**config.mk**
```make
export PLATFORM = sky130hd
export DESIGN_NAME = ft2232h_tx_arbiter
export DESIGN_NICKNAME = d
export VERILOG_FILES = /design/src/rtl/ft2232h_pkg.sv /design/src/rtl/ft2232h_tx_arbiter_rr_arbiter.sv /design/src/rtl/ft2232h_tx_arbiter.sv
export SDC_FILE = /design/constraint.sdc
export NUM_CORES = 1
export LEC_CHECK = 0
export CAP_MARGIN = 20
export CORE_ASPECT_RATIO = 0.8
export CORE_MARGIN = 8
export CORE_UTILIZATION = 40
export CTS_BUF_LIST = sky130_fd_sc_hd__clkbuf_2
export CTS_CLUSTER_SIZE = 16
export DETAILED_ROUTE_END_ITERATION = 7
export MAX_ROUTING_LAYER = met4
export PLACE_DENSITY = 0.79
export SLEW_MARGIN = 10
export SYNTH_ARGS = -nofsm -noshare
export SYNTH_HDL_FRONTEND = slang
export SYNTH_SLANG_ARGS = --single-unit
```
**constraint.sdc**
```tcl
create_clock -name clk -period 5.5 [get_ports clk]
set_clock_uncertainty 0.2 [all_clocks]
set_input_delay 1.375 -clock clk [delete_from_list [all_inputs] [get_ports clk]]
set_output_delay 1.375 -clock clk [all_outputs]
set_load 0.005 [all_outputs]
```
**src/rtl/ft2232h_pkg.sv**
```systemverilog
// Shared definitions for the FT2232H TX arbiter: header tag, FSM encoding
// and a constant clog2 helper used to size channel indices.
package ft2232h_pkg;

  localparam logic [3:0] FT_HDR_TAG = 4'hA;

  typedef enum logic [2:0] {
    ST_IDLE  = 3'd0,
    ST_HDR   = 3'd1,
    ST_DATA  = 3'd2,
    ST_DRAIN = 3'd3,
    ST_FLUSH = 3'd4
  } ft_state_e;

  // Ceiling log2, valid for v >= 1.
  function automatic int unsigned clog2(input int unsigned v);
    int unsigned r;
    r = 0;
    while ((32'd1 << r) < v) r++;
    return r;
  endfunction

endpackage

```
**src/rtl/ft2232h_tx_arbiter_rr_arbiter.sv**
```systemverilog
// Combinational round-robin pick.
//   req     : per-channel request vector
//   ptr     : index of the last winner; the scan starts at ptr+1 and wraps
//   found_c : at least one request is set
//   idx_c   : index of the first requester after ptr
module rr_arbiter
  import ft2232h_pkg::*;
#(
  parameter int unsigned NUM_CH = 4,
  parameter int unsigned PW     = clog2(NUM_CH)
) (
  input  logic [NUM_CH-1:0] req,
  input  logic [PW-1:0]     ptr,
  output logic              found_c,
  output logic [PW-1:0]     idx_c
);

  logic [PW-1:0] cand;

  // Lowest offset from ptr wins, so the previous winner comes last.
  always_comb begin
    found_c = 1'b0;
    idx_c   = '0;
    cand    = '0;
    for (int unsigned k = 1; k <= NUM_CH; k++) begin
      cand = PW'((32'(ptr) + k) % NUM_CH);
      if (!found_c && req[cand]) begin
        found_c = 1'b1;
        idx_c   = cand;
      end
    end
  end

endmodule

```
**src/rtl/ft2232h_tx_arbiter.sv**
```systemverilog
// Packet-level round-robin arbiter driving the FT2232H synchronous-FIFO TX port.
//   clk, reset_n          : comm clock, async active-low reset
//   req_valid/data/last   : per-channel byte streams (ch i at req_data[8*i+:8])
//   req_ready             : byte taken this cycle
//   txe_n                 : FT2232H TXE#, low = FIFO can accept
//   wr_n, data, siwu_n    : registered FT2232H pins; rd_n/oe_n tied high
//   grant, busy, pkt_done : current owner, FSM active, last byte accepted
module ft2232h_tx_arbiter
  import ft2232h_pkg::*;
#(
  parameter int unsigned NUM_CH  = 4,
  parameter int unsigned HDR_EN  = 1,
  parameter int unsigned SIWU_EN = 1
) (
  input  logic                  clk,
  input  logic                  reset_n,
  input  logic [NUM_CH-1:0]     req_valid,
  input  logic [8*NUM_CH-1:0]   req_data,
  input  logic [NUM_CH-1:0]     req_last,
  output logic [NUM_CH-1:0]     req_ready,
  input  logic                  txe_n,
  output logic                  wr_n,
  output logic [7:0]            data,
  output logic                  siwu_n,
  output logic                  rd_n,
  output logic                  oe_n,
  output logic [NUM_CH-1:0]     grant,
  output logic                  busy,
  output logic                  pkt_done
);

  localparam int unsigned PW = clog2(NUM_CH);

  ft_state_e           state_q, state_d;
  logic [PW-1:0]       gidx_q, gidx_d;
  logic [PW-1:0]       rr_ptr_q, rr_ptr_d;
  logic [NUM_CH-1:0]   grant_q, grant_d;
  logic                wr_n_q, wr_n_d;
  logic [7:0]          data_q, data_d;
  logic                siwu_n_q, siwu_n_d;
  logic                busy_q, busy_d;

  logic [7:0]          ch_data [NUM_CH];
  logic                pick_found;
  logic [PW-1:0]       pick_idx;
  logic                accept;
  logic                load_ok;
  logic                take;

  for (genvar i = 0; i < NUM_CH; i++) begin : g_unpack
    assign ch_data[i] = req_data[8*i +: 8];
  end

  rr_arbiter #(
    .NUM_CH (NUM_CH),
    .PW     (PW)
  ) u_rr (
    .req     (req_valid),
    .ptr     (rr_ptr_q),
    .found_c (pick_found),
    .idx_c   (pick_idx)
  );

  // Output register is full while wr_n is low; it may reload on the accepting edge.
  assign accept  = ~wr_n_q & ~txe_n;
  assign load_ok = wr_n_q | accept;
  assign take    = (state_q == ST_DATA) & req_valid[gidx_q] & load_ok;

  // Only the owner is ever handshaken.
  always_comb begin
    req_ready         = '0;
    req_ready[gidx_q] = take;
  end

  assign pkt_done = (state_q == ST_DRAIN) & accept;

  // Next-state and output-stage logic.
  always_comb begin
    state_d  = state_q;
    gidx_d   = gidx_q;
    rr_ptr_d = rr_ptr_q;
    grant_d  = grant_q;
    wr_n_d   = accept ? 1'b1 : wr_n_q;
    data_d   = data_q;
    siwu_n_d = 1'b1;
    unique case (state_q)
      ST_IDLE: begin
        grant_d = '0;
        if (pick_found) begin
          gidx_d            = pick_idx;
          rr_ptr_d          = pick_idx;
          grant_d[pick_idx] = 1'b1;
          state_d           = (HDR_EN != 0) ? ST_HDR : ST_DATA;
        end
      end
      ST_HDR: begin
        if (load_ok) begin
          wr_n_d  = 1'b0;
          data_d  = {FT_HDR_TAG, 4'(gidx_q)};
          state_d = ST_DATA;
        end
      end
      ST_DATA: begin
        if (take) begin
          wr_n_d = 1'b0;
          data_d = ch_data[gidx_q];
          if (req_last[gidx_q]) state_d = ST_DRAIN;
        end
      end
      ST_DRAIN: begin
        if (accept) begin
          if (SIWU_EN != 0) begin
            state_d  = ST_FLUSH;
            siwu_n_d = 1'b0;
          end else begin
            state_d = ST_IDLE;
            grant_d = '0;
          end
        end
      end
      ST_FLUSH: begin
        state_d = ST_IDLE;
        grant_d = '0;
      end
      default: state_d = ST_IDLE;
    endcase
    busy_d = (state_d != ST_IDLE);
  end

  // Register bank; reset drops any packet in flight.
  always_ff @(posedge clk or negedge reset_n) begin
    if (!reset_n) begin
      state_q  <= ST_IDLE;
      gidx_q   <= '0;
      rr_ptr_q <= PW'(NUM_CH - 1);
      grant_q  <= '0;
      wr_n_q   <= 1'b1;
      data_q   <= 8'h00;
      siwu_n_q <= 1'b1;
      busy_q   <= 1'b0;
    end else begin
      state_q  <= state_d;
      gidx_q   <= gidx_d;
      rr_ptr_q <= rr_ptr_d;
      grant_q  <= grant_d;
      wr_n_q   <= wr_n_d;
      data_q   <= data_d;
      siwu_n_q <= siwu_n_d;
      busy_q   <= busy_d;
    end
  end

  assign wr_n   = wr_n_q;
  assign data   = data_q;
  assign siwu_n = siwu_n_q;
  assign grant  = grant_q;
  assign busy   = busy_q;
  assign rd_n   = 1'b1;
  assign oe_n   = 1'b1;

endmodule
```
==> results of run 1 <==
cells by family after synthesis:
family | after synthesis | share of synthesized area, %
AND/OR/NAND/NOR | 34 | 14.5
AO/OA/AOI/OAI | 30 | 18.4
flip-flops | 22 | 41.9
multiplexers | 15 | 19.4
buffers and inverters | 14 | 5.48
other | 1 | 0.283
per-stage QoR:
stage                     util (%)  area (µm²)
after floorplan                  -        1330
after global placement        62.4        1950
after detailed placement      62.4        1950
after CTS                     63.0        1970
after global routing          63.0        1970
final                         63.0        1970
placed cells by master (no fill, tap or decap), types with 3 or more instances in the layout:
cell,Yosys,final
dfrtp_1,18,18
mux4_2,8,8
a31oi_1,3,3
mux2_2,5,5
a21oi_1,6,6
nor2_1,12,12
clkdlybuf4s50_1,0,62
nand2_1,5,5
clkbuf_2,1,3
dfstp_2,4,4
inv_1,5,5
a22o_1,5,5
nor2b_1,3,3
state kept, by name, summed over array words and instances (netlist names):
register,count
busy,1
grant,4
rr_ptr_q,2
state_q,3
wr_n,1
gidx_q,2
data,8
siwu_n,1
final timing paths:
path | depth (start not counted) | start | end
worst max-delay path | 5 | req_valid[2] | req_ready[3]
worst min-delay path | 2 | grant[2]$_DFFE_PN0P_ | grant[2]$_DFFE_PN0P_
worst max register to register | 4 | gidx_q[0]$_DFFE_PN0P_ | data[0]$_DFFE_PN0P_
worst min register to register | 2 | grant[2]$_DFFE_PN0P_ | grant[2]$_DFFE_PN0P_
max in group asynchronous | 1 | reset_n | gidx_q[0]$_DFFE_PN0P_
min in group asynchronous | 1 | reset_n | state_q[0]$_DFF_PN0_
report_power, final:
part	internal, mW	switching [mW]	total [mW]
Sequential	0.238	0.0882	0.326
Clock	0.0158	0.0473	0.0631
Combinational	0.302	0.215	0.518
Total	0.556	0.351	0.907
final cells by class:
cell class / instances / area (µm²) / share of cell area, %
clock buffer: 3 / 15.0 / 0.761
sequential: 22 / 556 / 28.2
clock inverter: 1 / 3.75 / 0.190
inverter: 5 / 18.8 / 0.952
multi-input combinational: 81 / 701 / 35.5
tap: 40 / 50.0 / 2.54
timing repair buffer: 63 / 628 / 31.9
routing by layer:
metal  routed length, µm  up-vias  track usage (%)
li1                    -      551                -
met1                1600      589             17.7
met2                1830       60             23.2
met3                 255        4             4.24
met4                  50        0             4.30
met5                   0        -                -
critical path: stages:
cell and delay (ns):
clkdlybuf4s50_1 0.50, mux4_2 0.56, and3_1 0.27, and3_1 0.21, clkdlybuf4s50_1 0.45
Yosys cell counts (2+ instances only):
cell type / n
nand2b_1: 2
nor2b_1: 3
a22oi_1: 2
a31oi_1: 3
dfstp_2: 4
o31ai_1: 2
buf_4: 2
a21o_1: 2
nor2_1: 12
a22o_1: 5
mux2_2: 5
and3_1: 2
mux2i_1: 2
mux4_2: 8
nand2_1: 5
inv_1: 5
clkbuf_1: 2
buf_2: 3
a21oi_1: 6
dfrtp_1: 18
==> run_results.csv, run 1 <==
group,metric,value,unit
sta,max_freq,202,MHz
synth,syn_avg_cell_area,11.4,µm²
pwr,power.density,460,nW/µm²
floorplan,rows,18,
placement,io_buffers,62,
critical_path,cp.required,3.92,ns
synth,post_syn_instances,116,
synth,synth_async_sr_flop_share,100,%
placement,post-place-cells,211,
sta,period_minus_ws_final,4.94,ns
flow_run,timing.max_cap.violations,0,
sta,setup_total_negative_slack,0,ns
outcome,status,"finished, final reports clean",
pwr,power,907,µW
grt,first_global_vias,1265,
synth,syn-cell-area,1330,µm²
route,vias_per_cell,5.60,
critical_path,ff_to_ff_setup_slack,2.96,ns
floorplan,io_pins,65,
layout,filler_cell_count,253,
floorplan,die_width,80.4,µm
sta,hold_viol,0,
cts,ctsLongestPathBuffers,2,
sta,final-setup-viol-count,0,
cts,clock_sink_count,22,
route,num_vias,1204,
layout,nNetsFinal,219,
sta,hold_ws,0.319,ns
cts,cts_htree_levels,1,
floorplan,start_util,42.3,%
critical_path,crit_path_end_kind,"primary output",
layout,fin_cells,215,
sta,timing_worst_slew_pin_value,0.938,ns
synth,synth-warning-count,0,
floorplan,chipHeight,67.5,µm
synth,synth_sequential_area_ratio,41.9,%
layout,insertedDiodeCount,0,
layout,syn_to_final_growth,48.8,%
grt,grt_use_total,14.7,%
pwr,max-vdd-ir-drop,0.204,mV
grt,grt_first_pass_wirelength,6.09,mm
grt,global_route.overflow_total,0,
route,wl,3.74,mm
sta,timing.final.ws_setup,0.559,ns
sta,post-route-period-util,89.8,%
cts,holdBufCountCts,0,
placement,gp_congestion,0.850,
cts,cts-buffers-inserted,3,
floorplan,fp.dieArea,5420,µm²
synth,number_of_flops_mapped_to_enable_cells_by_yosys,0,
route,drt_pre_antenna_iters,4,
synth,dominantRegCellSynth,"dfrtp_1",
sta,grt_setup_unrepaired,"false",
cts,cts_tree,"built",
floorplan,core-area,3130,µm²
synth,netlist.top_cell.by_area,"dfrtp_1",
layout,layout-drive-gt1-share,16.0,%
grt,antenna_found_initial,0,
cts,path_clk_slew,0.20,ns
synth,postSynthRegisterBits,22,
critical_path,crit_arrival,3.37,ns
route,detail_route.drc_violations,0,
synth,ys_top_cells_by_area,"dfrtp_1, mux4_2, dfstp_2",
cts,postCtsResizedCells,0,
pwr,static-leakage-power,0.790,nW
synth,synthDominantCellAreaShare,34.0,%
critical_path,crit_path_max_fo,7,
grt,grt_start_max_net_pins,23,
critical_path,worstSetupStartpointType,"primary input",
hold_path,hp-class,"reg2reg",
route,detail-route-antenna-nets,0,
synth,synth_cell_type_count,43,
route,drt_first_iter_violations,73,
critical_path,path_class,"in2out",
cts,insertion_delay,0.32,ns
route,drt-wirelength-per-cell,17.4,µm
placement,dpl.hpwl,2.99,mm
cts,root_buffer,"clkbuf_2",
sta,final-max-slew-violation-count,0,
sta,relative_max_transition_margin,37.3,%
placement,detailedPlace.worstSlack,0.583,ns
cts,post-cts-setup-buffers,0,
Power figures use the tool's default switching activity.
==> run 2, diff against run 1 <==
--- a/config.mk
+++ b/config.mk
@@ -10,7 +10,7 @@
 export CORE_MARGIN = 8
 export CORE_UTILIZATION = 40
 export CTS_BUF_LIST = sky130_fd_sc_hd__clkbuf_2
-export CTS_CLUSTER_SIZE = 16
+export CTS_CLUSTER_SIZE = 24
 export DETAILED_ROUTE_END_ITERATION = 7
 export MAX_ROUTING_LAYER = met4
 export PLACE_DENSITY = 0.79
==> results of run 2 <==
No change in the layout: final DEF, timing and power equal those of run 1.
